$ cat src/rtl/uart_tx_fifo_pkg.sv
// Shared definitions for the UART echo-path FIFO.
//   UART_DATA_W  : default byte width, matching the UART core default.
//   uart_check_e : UART parity/check encodings (NONE=0, ODD=1, EVEN=2).
//   addr_w()     : address width for a given power-of-two FIFO depth.
package uart_tx_fifo_pkg;

  localparam int unsigned UART_DATA_W = 8;

  typedef enum logic [1:0] {
    CHK_NONE = 2'd0,
    CHK_ODD  = 2'd1,
    CHK_EVEN = 2'd2
  } uart_check_e;

  function automatic int unsigned addr_w(input int unsigned depth);
    return $clog2(depth);
  endfunction

endpackage

$ cat src/rtl/uart_fifo_mem.sv
// Simple dual-port RAM, P_DEPTH x P_DATA_WIDTH, distributed-RAM friendly.
//   i_clk   : write clock
//   i_we    : write enable
//   i_waddr : write address
//   i_wdata : write data
//   i_raddr : read address (asynchronous read)
//   o_rdata : data at i_raddr
module uart_fifo_mem #(
  parameter int P_DATA_WIDTH = 8,
  parameter int P_DEPTH      = 16
) (
  input  logic                       i_clk,
  input  logic                       i_we,
  input  logic [$clog2(P_DEPTH)-1:0] i_waddr,
  input  logic [P_DATA_WIDTH-1:0]    i_wdata,
  input  logic [$clog2(P_DEPTH)-1:0] i_raddr,
  output logic [P_DATA_WIDTH-1:0]    o_rdata
);

  // Contents are deliberately never reset so the array maps to LUT RAM.
  logic [P_DATA_WIDTH-1:0] mem_q [P_DEPTH];

  always_ff @(posedge i_clk) begin
    if (i_we) begin
      mem_q[i_waddr] <= i_wdata;
    end
  end

  assign o_rdata = mem_q[i_raddr];

endmodule

$ cat src/rtl/uart_tx_fifo.sv
// Byte FIFO between the UART receive strobe and the transmit handshake
// (echo/loopback path). Received bytes cannot be back-pressured, so bytes
// arriving while full are dropped and counted.
//   i_clk, i_rst          : clock, async active-high reset
//   i_rx_data, i_rx_valid : received byte strobe (no ready)
//   o_tx_data, o_tx_valid : byte offered to transmitter
//   i_tx_ready            : transmitter accept
//   o_count               : occupancy 0..P_DEPTH
//   o_full, o_empty       : occupancy flags
//   o_overflow            : sticky drop flag
//   o_drop_cnt            : saturating dropped-byte count
//   i_clr_ovf             : synchronous clear of o_overflow/o_drop_cnt
module uart_tx_fifo
  import uart_tx_fifo_pkg::*;
#(
  parameter int P_DATA_WIDTH     = UART_DATA_W,
  parameter int P_DEPTH          = 16,
  parameter int P_DROP_CNT_WIDTH = 16
) (
  input  logic                          i_clk,
  input  logic                          i_rst,
  input  logic [P_DATA_WIDTH-1:0]       i_rx_data,
  input  logic                          i_rx_valid,
  output logic [P_DATA_WIDTH-1:0]       o_tx_data,
  output logic                          o_tx_valid,
  input  logic                          i_tx_ready,
  output logic [$clog2(P_DEPTH):0]      o_count,
  output logic                          o_full,
  output logic                          o_empty,
  output logic                          o_overflow,
  output logic [P_DROP_CNT_WIDTH-1:0]   o_drop_cnt,
  input  logic                          i_clr_ovf
);

  localparam int AW = addr_w(P_DEPTH);
  localparam int CW = AW + 1;

  logic [AW-1:0]               wr_ptr_q, wr_ptr_d;
  logic [AW-1:0]               rd_ptr_q, rd_ptr_d;
  logic [CW-1:0]               count_q, count_d;
  logic                        ovf_q, ovf_d;
  logic [P_DROP_CNT_WIDTH-1:0] drop_cnt_q, drop_cnt_d;
  logic [P_DATA_WIDTH-1:0]     rdata;
  logic                        full, empty, push, pop, drop;

  assign full  = (count_q == CW'(P_DEPTH));
  assign empty = (count_q == '0);

  // Pop depends only on registered state plus ready; a full FIFO can
  // still accept a byte when a slot is freed in the same cycle.
  assign pop  = !empty && i_tx_ready;
  assign push = i_rx_valid && (!full || pop);
  assign drop = i_rx_valid && !push;

  always_comb begin
    wr_ptr_d   = wr_ptr_q;
    rd_ptr_d   = rd_ptr_q;
    count_d    = count_q;
    ovf_d      = ovf_q;
    drop_cnt_d = drop_cnt_q;

    if (push) wr_ptr_d = wr_ptr_q + AW'(1);
    if (pop)  rd_ptr_d = rd_ptr_q + AW'(1);

    case ({push, pop})
      2'b10:   count_d = count_q + CW'(1);
      2'b01:   count_d = count_q - CW'(1);
      default: count_d = count_q;
    endcase

    // A drop in the same cycle as a clear wins, restarting the count at 1.
    if (drop) begin
      ovf_d = 1'b1;
      if (i_clr_ovf) begin
        drop_cnt_d = P_DROP_CNT_WIDTH'(1);
      end else if (drop_cnt_q != {P_DROP_CNT_WIDTH{1'b1}}) begin
        drop_cnt_d = drop_cnt_q + P_DROP_CNT_WIDTH'(1);
      end
    end else if (i_clr_ovf) begin
      ovf_d      = 1'b0;
      drop_cnt_d = '0;
    end
  end

  always_ff @(posedge i_clk or posedge i_rst) begin
    if (i_rst) begin
      wr_ptr_q   <= '0;
      rd_ptr_q   <= '0;
      count_q    <= '0;
      ovf_q      <= 1'b0;
      drop_cnt_q <= '0;
    end else begin
      wr_ptr_q   <= wr_ptr_d;
      rd_ptr_q   <= rd_ptr_d;
      count_q    <= count_d;
      ovf_q      <= ovf_d;
      drop_cnt_q <= drop_cnt_d;
    end
  end

  uart_fifo_mem #(
    .P_DATA_WIDTH (P_DATA_WIDTH),
    .P_DEPTH      (P_DEPTH)
  ) u_mem (
    .i_clk   (i_clk),
    .i_we    (push),
    .i_waddr (wr_ptr_q),
    .i_wdata (i_rx_data),
    .i_raddr (rd_ptr_q),
    .o_rdata (rdata)
  );

  // Unreset RAM contents are masked so the offered byte reads 0 when empty.
  assign o_tx_data  = empty ? '0 : rdata;
  assign o_tx_valid = !empty;
  assign o_count    = count_q;
  assign o_full     = full;
  assign o_empty    = empty;
  assign o_overflow = ovf_q;
  assign o_drop_cnt = drop_cnt_q;

endmodule
$ cat config.mk
export PLATFORM = sky130hd
export DESIGN_NAME = uart_tx_fifo
export DESIGN_NICKNAME = d
export VERILOG_FILES = /design/src/rtl/uart_tx_fifo_pkg.sv /design/src/rtl/uart_fifo_mem.sv /design/src/rtl/uart_tx_fifo.sv
export SDC_FILE = /design/constraint.sdc
export NUM_CORES = 1
export LEC_CHECK = 0
export CAP_MARGIN = 20
export CORE_ASPECT_RATIO = 1.5
export CORE_MARGIN = 3
export CORE_UTILIZATION = 25
export DETAILED_ROUTE_END_ITERATION = 12
export PLACE_DENSITY = 0.41
export SETUP_SLACK_MARGIN = 0.05
export SLEW_MARGIN = 20
export SYNTH_ARGS = -nofsm -noshare
export SYNTH_HDL_FRONTEND = slang
export SYNTH_SLANG_ARGS = --single-unit
$ cat constraint.sdc
create_clock -name i_clk -period 8.25 [get_ports i_clk]
set_clock_uncertainty 0.1 [all_clocks]
set_input_delay 1.2375 -clock i_clk [delete_from_list [all_inputs] [get_ports i_clk]]
set_output_delay 1.2375 -clock i_clk [all_outputs]
set_load 0.02 [all_outputs]
==> run_results.csv <==
group,metric,value,unit
outcome,status,"finished, final reports clean",
pwr,p_comb_share,31.0,%
cts,cts_tree,"yes",
timing,worst_pin_slew,0.6681,ns
worst_setup_path,setup.worst_path.end,"o_tx_data[1]",
synthesis,synth-compound-area-share,3.055,%
floorplan,die_area,0.02874,sq mm
global_routing,track_usage,11.13,%
cts,clockBufferDepth,2,
worst_setup_path,startpoint,"rd_ptr_q[0]",
worst_hold_path,hp-class,"reg2reg",
synthesis,muxShareOfSynthArea,14.43,%
pwr,intPower,1.862,mW
cts,cts_buffers,17,
timing,drv_slew,0,
synthesis,synth-seq-cells,158,
cts,hold_buffers,0,
synthesis,yosysTopAreaCellShare,57.57,%
synthesis,syn_nets,406,
synthesis,synthArstFlopShare,18.99,%
pwr,p_sw_share,30.10,%
pwr,total_power,2.663,mW
timing,relSlewSlack,55.32,%
worst_setup_path,ff2ff_path_depth,9,
synthesis,netlist_area,0.006676,sq mm
timing,hold_ws,0.4080,ns
drt,drt_iter0_markers,236,
timing,tns,0,ns
layout,diodes,0,
pwr,power_switching,0.8017,mW
drt,dr.pass1.iters,4,
synthesis,synth_ff_type,"edfxtp_1",
floorplan,start_util,25.64,%
layout,num-fill-cells,2518,
place,place_ws,4.170,ns
layout,fin_nets,460,
global_routing,overflow,0,
pwr,pwr-share-clk,30.4,%
drt,dr_wl_met3,407,um
timing,fmax,225.4,MHz
drt,routed.top_layer,"met4",
pwr,cellLeakagePower,2.741,nW
synthesis,ys_types,45,
floorplan,ioPinCount,46,
synthesis,ys_top_cells_by_count,"edfxtp_1, mux4_2, dfrtp_1, mux2i_1, xnor2_1",
cts,clkTransAtPathRegs,0.06,ns
cts,cts.sinks,158,
synthesis,yosysMostFrequentCell,"edfxtp_1",
worst_setup_path,end_kind,"primary output",
drt,antenna_left,0,
pwr,cellPowerDensity,328.3,mW/mm^2
cts,clkLatencyLatePin,0.42,ns
timing,report.final.setup_viol,0,
timing,setup_slack,3.813,ns
drt,wl_met1,6161,um
synthesis,synth_edf_count,128,
worst_setup_path,required,6.91,ns
global_routing,first_global_vias,3916,
worst_setup_path,crit_chain,"buf_4 -> mux4_2 -> mux2i_1 -> o22ai_1 -> clkdlybuf4s50_1",
worst_setup_path,start_kind,"flop",
layout,area_growth_syn_to_layout,21.53,%
worst_setup_path,r2r_end,"o_count[4]",
cts,cts-root-buf,"clkbuf_16",
floorplan,fp-row-count,72,
worst_setup_path,crit_slowest_cell,"mux4_2",
place,gp_congestion,0.7012,
worst_setup_path,critPathMaxStageDelay,0.57,ns
synthesis,synthSimpleGateAreaFrac,7.552,%
floorplan,die_h,206.1,um
global_routing,grt_max_degree,36,
timing,period_share,53.78,%
pwr,seq_power_share,38.6,%
synthesis,yosysSeqAreaShare,68.82,%
worst_setup_path,critical_path.max_fanout,26,
timing,rsz0062_at_grt,"false",
global_routing,grt_pass1_wl,23490,um
timing,final_hold_viol_count,0,
synthesis,ys.warnings.count,0,
global_routing,grt_antenna_before_repair,0,
timing,finalCriticalPeriod,4.437,ns
synthesis,synthTopCellsByArea,"edfxtp_1, dfrtp_1, mux4_2, mux2i_1, xnor2_1",
worst_setup_path,critPathKind,"reg2out",
cts,cts_setup_buffers,0,
cts,cts_resized,0,
drt,drc_errors,0,
synthesis,synthAdderAreaFrac,1.987,%
floorplan,die_w,139.4,um
pwr,vdd_drop_max,0.1548,mV
synthesis,avgSynthCellArea,17.43,sq um
place,port_buffers,45,
floorplan,core-area,0.02604,sq mm
run,maxCapViolations,0,
drt,vias,3536,
synthesis,synthXorXnorAreaFrac,2.493,%
worst_setup_path,worstPathArrival,3.10,ns
place,hpwl,9898,um
synthesis,synth_largest_area_cell,"edfxtp_1",
worst_setup_path,reg2reg_slack,5.36,ns
synthesis,synth_top_family_by_area,"multiplexers",
drt,route.met2.wl,8447,um
worst_setup_path,r2r-start,"o_count[0]",
layout,layout-drive-gt1-share,16.89,%
synthesis,synthCells,383,
drt,routedWlPerCell,19.40,um
cts,htree_num_levels,4,
drt,wl,15190,um
drt,vias_per_cell,4.516,
critical path: cells and delay by family (launching register included):
| family | cells | cell delay [ns] |
|---|---|---|
| compound gates | 1 | 0.14 |
| buf+inv | 2 | 1.10 |
| flops | 1 | 0.55 |
| mux | 2 | 0.88 |
power by group through the flow:
stage | Combinational (mW) | Clock (mW) | Sequential (mW)
3_3_place_gp | 0.845 | 0 | 1.04
6_report | 0.826 | 0.809 | 1.03
3_5_place_dp | 0.851 | 0 | 1.05
2_1_floorplan | 0.561 | 0 | 1.04
4_1_cts | 0.852 | 0.833 | 1.03
5_1_grt | 0.901 | 0.862 | 1.04
through the flow:
stage / util (%) / instances / cell area [sq um]
after global placement: 28.84 / 751 / 7508
after floorplan: - / 383 / 6676
final: 31.17 / 783 / 8114
after global routing: 31.17 / 783 / 8114
after CTS: 31.17 / 783 / 8114
after detailed placement: 28.84 / 751 / 7508
per-layer routing:
| metal | vias up | global-route usage (%) |
|---|---|---|
| met5 | - | 0 |
| met4 | 0 | 3.671 |
| met3 | 11 | 2.778 |
| met2 | 48 | 20.82 |
| met1 | 1865 | 12.28 |
| li1 | 1612 | - |
cell usage in the layout, fill, tap and decap left out, types with 3 or more instances in the layout:
master | netlist | layout
a21oi_1 | 5 | 5
a31oi_1 | 3 | 3
and2_1 | 17 | 17
and3_1 | 5 | 5
buf_4 | 0 | 4
bufinv_16 | 0 | 4
clkbuf_1 | 6 | 3
clkbuf_16 | 0 | 17
clkdlybuf4s50_1 | 0 | 45
clkinv_2 | 0 | 4
dfrtp_1 | 30 | 29
edfxtp_1 | 128 | 128
ha_1 | 9 | 9
inv_1 | 12 | 12
mux2i_1 | 19 | 19
mux4_2 | 32 | 32
nand2_1 | 9 | 9
nand3_1 | 8 | 8
nand4_1 | 5 | 5
nor2_1 | 12 | 12
nor2b_1 | 3 | 3
nor3_1 | 6 | 6
nor3b_1 | 3 | 3
nor4_1 | 6 | 6
o21ai_0 | 6 | 6
o22ai_1 | 8 | 8
xnor2_1 | 18 | 18
worst min path at each step:
stage	start	to	cells after the start
2_1_floorplan	rd_ptr_q[2]	rd_ptr_q[2]	1
3_3_place_gp	rd_ptr_q[2]	rd_ptr_q[2]	1
3_5_place_dp	rd_ptr_q[2]	rd_ptr_q[2]	1
4_1_cts	rd_ptr_q[2]	rd_ptr_q[2]	1
5_1_grt	rd_ptr_q[2]	rd_ptr_q[2]	1
6_report	rd_ptr_q[2]	rd_ptr_q[2]	1
final cells by class:
| class | count | area [sq um] | area share (%) |
|---|---|---|---|
| multi-input cells | 199 | 1971 | 24.29 |
| well taps | 333 | 416.7 | 5.135 |
| clock inverters | 12 | 168.9 | 2.082 |
| flip-flops and latches | 158 | 4596 | 56.64 |
| repair buffers | 49 | 480.5 | 5.921 |
| inverters | 12 | 45.04 | 0.5551 |
| clock buffers | 20 | 436.7 | 5.382 |
flip-flops by register name, indices dropped and copies added, names as in the netlist:
signal       cells
u_mem.mem_q    128
wr_ptr_q         4
o_overflow       1
rd_ptr_q         4
o_drop_cnt      16
o_count          5
logic make-up after synthesis:
| family | after synthesis |
|---|---|
| AO/OA/AOI/OAI | 31 |
| XOR/XNOR | 19 |
| adder cells (fa/ha/maj) | 10 |
| buffers and inverters | 26 |
| flip-flops | 158 |
| multiplexers | 55 |
| AND/OR/NAND/NOR | 84 |
No activity file was read; power rests on OpenSTA's default activity.
